==> config.mk <==
export PLATFORM = sky130hd
export DESIGN_NAME = multicycle_ctrl
export DESIGN_NICKNAME = d
export VERILOG_FILES = /design/src/rtl/multicycle_ctrl.sv
export SDC_FILE = /design/constraint.sdc
export NUM_CORES = 1
export LEC_CHECK = 0
export ABC_AREA = 1
export CORE_MARGIN = 4
export CORE_UTILIZATION = 35
export DETAILED_ROUTE_END_ITERATION = 16
export PLACE_DENSITY = 0.72
export RECOVER_POWER = 100
export SLEW_MARGIN = 15
export SYNTH_ARGS = -nofsm -noshare
export SYNTH_HDL_FRONTEND = slang
export SYNTH_SLANG_ARGS = --single-unit
==> constraint.sdc <==
create_clock -name CLK -period 1.7 [get_ports CLK]
set_input_delay 0.17 -clock CLK [delete_from_list [all_inputs] [get_ports CLK]]
set_output_delay 0.17 -clock CLK [all_outputs]
set_load 0.1 [all_outputs]
==> src/rtl/multicycle_ctrl.sv <==
// Multicycle FETCH/DECODE/EXEC/MEM/WB sequencer for the ARM calculator datapath.
// Holds the latched instruction fields and the NZCV register; all control outputs are Moore.
module multicycle_ctrl #(
    parameter logic [3:0] FLAGS_RST = 4'b0000
) (
    input  logic        CLK,
    input  logic        RST_N,
    input  logic        RUN,
    input  logic [31:0] Instr,
    input  logic [3:0]  ALUFlags,
    output logic        PCWrite,
    output logic        PCSrc,
    output logic        RegWrite,
    output logic        MemWrite,
    output logic        MemtoReg,
    output logic [1:0]  ALUControl,
    output logic [1:0]  ALUSrc,
    output logic [1:0]  ImmSrc,
    output logic [1:0]  RegSrc,
    output logic [3:0]  Flags,
    output logic [2:0]  State,
    output logic        InstrDone,
    output logic        Illegal
);

    typedef enum logic [2:0] {
        FETCH  = 3'd0,
        DECODE = 3'd1,
        EXEC   = 3'd2,
        MEM    = 3'd3,
        WB     = 3'd4
    } state_t;

    state_t      state;
    state_t      next_state;
    logic [11:0] ir;
    logic [3:0]  flags;
    logic        illegal;

    // Only IR[31:20] drives control; the operand fields belong to the datapath.
    logic        unused_instr;
    assign unused_instr = ^Instr[19:0];

    logic [3:0] cond;
    logic [1:0] op;
    logic       imm;
    logic [3:0] cmd;
    logic       sbit;
    logic       is_dp;
    logic       is_mem;
    logic       is_br;
    logic       is_cmp;
    logic       cmd_ok;
    logic       bad;
    logic       cond_pass;
    logic [1:0] alu_op;

    assign cond   = ir[11:8];
    assign op     = ir[7:6];
    assign imm    = ir[5];
    assign cmd    = ir[4:1];
    assign sbit   = ir[0];
    assign is_dp  = (op == 2'b00);
    assign is_mem = (op == 2'b01);
    assign is_br  = (op == 2'b10);
    assign is_cmp = (cmd == 4'b1010);
    assign bad    = (op == 2'b11) || (is_dp && !cmd_ok);

    always_comb begin
        alu_op = 2'b00;
        cmd_ok = 1'b1;
        case (cmd)
            4'b0100: alu_op = 2'b00;
            4'b0010: alu_op = 2'b01;
            4'b0000: alu_op = 2'b10;
            4'b1100: alu_op = 2'b11;
            4'b1010: alu_op = 2'b01;
            default: cmd_ok = 1'b0;
        endcase
    end

    always_comb begin
        cond_pass = 1'b0;
        case (cond)
            4'b0000: cond_pass = flags[2];
            4'b0001: cond_pass = !flags[2];
            4'b0010: cond_pass = flags[1];
            4'b0011: cond_pass = !flags[1];
            4'b0100: cond_pass = flags[3];
            4'b0101: cond_pass = !flags[3];
            4'b0110: cond_pass = flags[0];
            4'b0111: cond_pass = !flags[0];
            4'b1000: cond_pass = flags[1] && !flags[2];
            4'b1001: cond_pass = !flags[1] || flags[2];
            4'b1010: cond_pass = (flags[3] == flags[0]);
            4'b1011: cond_pass = (flags[3] != flags[0]);
            4'b1100: cond_pass = !flags[2] && (flags[3] == flags[0]);
            4'b1101: cond_pass = flags[2] || (flags[3] != flags[0]);
            4'b1110: cond_pass = 1'b1;
            default: cond_pass = 1'b0;
        endcase
    end

    // Logical ops only own N and Z; carry and overflow survive them.
    always_ff @(posedge CLK) begin
        if (!RST_N) begin
            state   <= FETCH;
            ir      <= '0;
            flags   <= FLAGS_RST;
            illegal <= 1'b0;
        end else begin
            state <= next_state;
            if (state == FETCH && RUN)
                ir <= Instr[31:20];
            if (state == DECODE && bad)
                illegal <= 1'b1;
            if (state == EXEC && is_dp && (sbit || is_cmp)) begin
                if (alu_op[1])
                    flags[3:2] <= ALUFlags[3:2];
                else
                    flags <= ALUFlags;
            end
        end
    end

    always_comb begin
        next_state = FETCH;
        PCWrite    = 1'b0;
        PCSrc      = 1'b0;
        RegWrite   = 1'b0;
        MemWrite   = 1'b0;
        MemtoReg   = 1'b0;
        ALUControl = 2'b00;
        ALUSrc     = 2'b00;
        ImmSrc     = 2'b00;
        RegSrc     = 2'b00;
        InstrDone  = 1'b0;
        case (state)
            FETCH: next_state = RUN ? DECODE : FETCH;
            DECODE: begin
                if (bad || !cond_pass) begin
                    PCWrite   = 1'b1;
                    InstrDone = 1'b1;
                end else begin
                    next_state = EXEC;
                end
            end
            EXEC: begin
                if (is_dp) begin
                    ALUControl = alu_op;
                    ALUSrc     = imm ? 2'b01 : 2'b00;
                end else begin
                    ALUSrc    = 2'b01;
                    ImmSrc    = is_br ? 2'b10 : 2'b01;
                    RegSrc[0] = is_br;
                end
                next_state = is_mem ? MEM : WB;
            end
            MEM: begin
                if (sbit) begin
                    next_state = WB;
                end else begin
                    MemWrite  = 1'b1;
                    RegSrc    = 2'b10;
                    PCWrite   = 1'b1;
                    InstrDone = 1'b1;
                end
            end
            WB: begin
                RegWrite  = (is_dp && !is_cmp) || is_mem;
                MemtoReg  = is_mem;
                PCSrc     = is_br;
                PCWrite   = 1'b1;
                InstrDone = 1'b1;
            end
            default: next_state = FETCH;
        endcase
    end

    assign State   = state;
    assign Flags   = flags;
    assign Illegal = illegal;

endmodule

==> results.cfg <==
[synthesis]
syn_inst = 173
yosysUniqueCellTypes = 22
syn_avg_cell_area_um2 = 6.49
yosys_register_bits = 20
synth.most_common_cell = nand2_1
yosysTopAreaCell = dfxtp_1
syn_area_um2 = 1120
synth_seq_area_share_pct = 35.7
synth.area.top_cells = dfxtp_1, nand2_1, a21oi_1, inv_1, o21ai_0
async_flop_share_pct = 0
synth_top_area_share_pct = 35.7
yosysWarnings = 0
dominantRegCellSynth = dfxtp_1
syn_nets = 212
synthTopCellsByCount = nand2_1, inv_1, a21oi_1, dfxtp_1, o21ai_0
synth_edf_count = 0

[drt]
drt_iter0_drc = 49
detailedRoute.firstPassIterationCount = 4
wl_per_cell_um = 13.4
viasPerCell = 4.92
drcViolationCount = 0
drt_wl_total_um = 3660
via_count = 1348
postRouteAntennaNets = 0

[clock_tree]
postCtsHoldBufs = 0
cts_sinks = 20
cts_buffer_depth = 2
clockRootBuffer = clkbuf_4
clk_transition_reported_paths_ps = 120
clk_latency_ps = 310
cts_tree = built
numCtsBuffers = 3
h-tree-depth = 1

[run]
drv_cap = 0

[floorplan]
fp.dieW_um = 64.6
rows = 20
io_pins = 61
die_area_um2 = 4180
initial_core_util_pct = 36.8
core_um2 = 3050
die_h_um = 64.6

[pwr]
swShare_pct = 38.1
pwr-share-seq_pct = 43.5
p_sw_uw = 474
ir_drop_mv = 0.375
p_int_uw = 770
power_density_nw_per_um2 = 581
clkPwrFrac_pct = 19.8
power_frac_comb_pct = 36.8
power.leakage_uw = 0.000857

[finish]
syn2layout_area_growth_pct = 90.9
diodes = 0
final_util_pct = 70.2
design_area_um2 = 2140
nNetsFinal = 270
drive_gt1_share_pct = 49.1

[worst_setup_path]
crit_start = State[0]
reg2reg_depth = 10
critPathCapture = InstrDone
start_kind = register
cp_data_arrival_time_ps = 1670
end_kind = output port
path_max_fanout = 3
rr_endpoint = State[1]
reg2reg_slack_ps = 290
path_class = reg2out
cp.required_ps = 1530
r2r_start = ir[10]

[global_routing]
grt_start_max_net_pins = 26
grt_pass1_wl_um = 5220
grt-ovfl-total = 0
grtUsageTotal_pct = 15.8
first_global_vias = 1237
antenna_found_initial = 0

[placed_design]
routabilityCongestion = 0.831
dpl-instance-area_um2 = 1850
pre_cts_ws_ps = 63.6
dp.final_hpwl_um = 2320
port_buffers = 39

[run_status]
violations = negative setup slack
status = finished with violations

[min_path]
hp-class = in2reg

[sta]
layout_min_cycle_time_ps = 1840
setup_violations = 4
clock.fmax_mhz = 543
worst_slack_ps = -141
hold_viol = 0
rsz0062_at_grt = yes
fin_crit_sh_pct = 108
slew_viol_final = 0
fin_skew_ps = 5.74
## metrics by stage
step	TNS, ps	hold WS [ps]	power [µW]	instances
2_1_floorplan	-3970	308	805	173
3_3_place_gp	0	451	921	256
5_1_grt	-856	462	1300	274
4_1_cts	-233	449	1200	266
3_5_place_dp	0	456	928	256
6_report	-448	447	1240	274
## logic make-up (layout without fill, tap and decap cells)
kind of cell	count (synthesis)	count (layout)	share of synthesized area, %
flip-flops	20	20	35.7
AO/OA/AOI/OAI	43	43	20.3
buffers and inverters	34	91	13.3
other	1	1	0.334
AND/OR/NAND/NOR	75	75	30.4
## metal layers
metal  GRT usage [%]  vias up  routed length (µm)
li1                -      670                   -
met1            17.8      631                1520
met2            28.0       40                1920
met3            2.77        7                 166
met4            8.97        0                  59
met5               0        -                   0
## timing repair
| item | 4_1_cts | 5_1_grt |
|---|---|---|
| pin swaps | 10 | 14 |
| gates resized for setup | 26 | 34 |
| setup endpoints to repair | 7 | 9 |
| hold endpoints to repair | 0 | 0 |
| buffers inserted | 6 | 8 |
## power groups by stage
| stage | Sequential [µW] | Clock [µW] | Combinational, µW |
|---|---|---|---|
| after detailed placement | 541 | 0 | 387 |
| after CTS | 535 | 249 | 412 |
| after global placement | 540 | 0 | 381 |
| final | 541 | 246 | 458 |
| after floorplan | 566 | 0 | 238 |
| after global routing | 544 | 264 | 490 |
## final cells by class
cell class / count / area (µm²)
multi-input cells: 119 / 782
clock buffers: 4 / 26.3
inverters: 26 / 121
flip-flops and latches: 20 / 443
repair buffers: 61 / 714
fillers: 243 / 911
well taps: 44 / 55.1
## worst max-delay path: stages (launching register included)
cell and delay (ps):
dfxtp_4 400, clkinvlp_4 140, nor3_1 400, nand2_2 130, nand2_4 120, buf_12 170
## cells in the final DEF (no fill, tap or decap)
cell	count
clkinvlp_4	3
dfxtp_1	4
nand3b_1	2
dfxtp_4	9
conb_1	1
clkinv_1	1
nand3_1	10
inv_4	5
a21oi_4	1
inv_1	13
nor2_1	8
nor2_4	5
a21oi_1	18
inv_2	4
o21bai_2	1
o21ai_2	2
nand2_1	23
nor3_1	1
nand3_2	5
a31oi_1	1
nor4_4	1
a31oi_4	1
nand2_4	6
buf_6	3
nor3_4	4
clkdlybuf4s50_1	18
nor2_2	5
buf_4	24
buf_12	16
o21ai_0	14
dfxtp_2	7
clkbuf_4	3
o21ai_1	2
nand2_2	5
a21oi_2	3
clkbuf_1	1
## worst min-delay path by stage
stage | from | depth (start not counted) | slack (ps) | end
2_1_floorplan | RST_N | 2 | 310 | ir[10]
3_3_place_gp | ir[1] | 2 | 450 | ir[1]
3_5_place_dp | ir[1] | 2 | 460 | ir[1]
4_1_cts | ALUFlags[1] | 3 | 450 | Flags[1]
5_1_grt | ALUFlags[0] | 3 | 460 | Flags[0]
6_report | ALUFlags[1] | 3 | 450 | Flags[1]
## sequential cells by signal, indices dropped and copies added (netlist names)
name and cells:
ir 12, Illegal 1, Flags 4, State 3
Note: power is estimated with default switching activity, not from simulation.
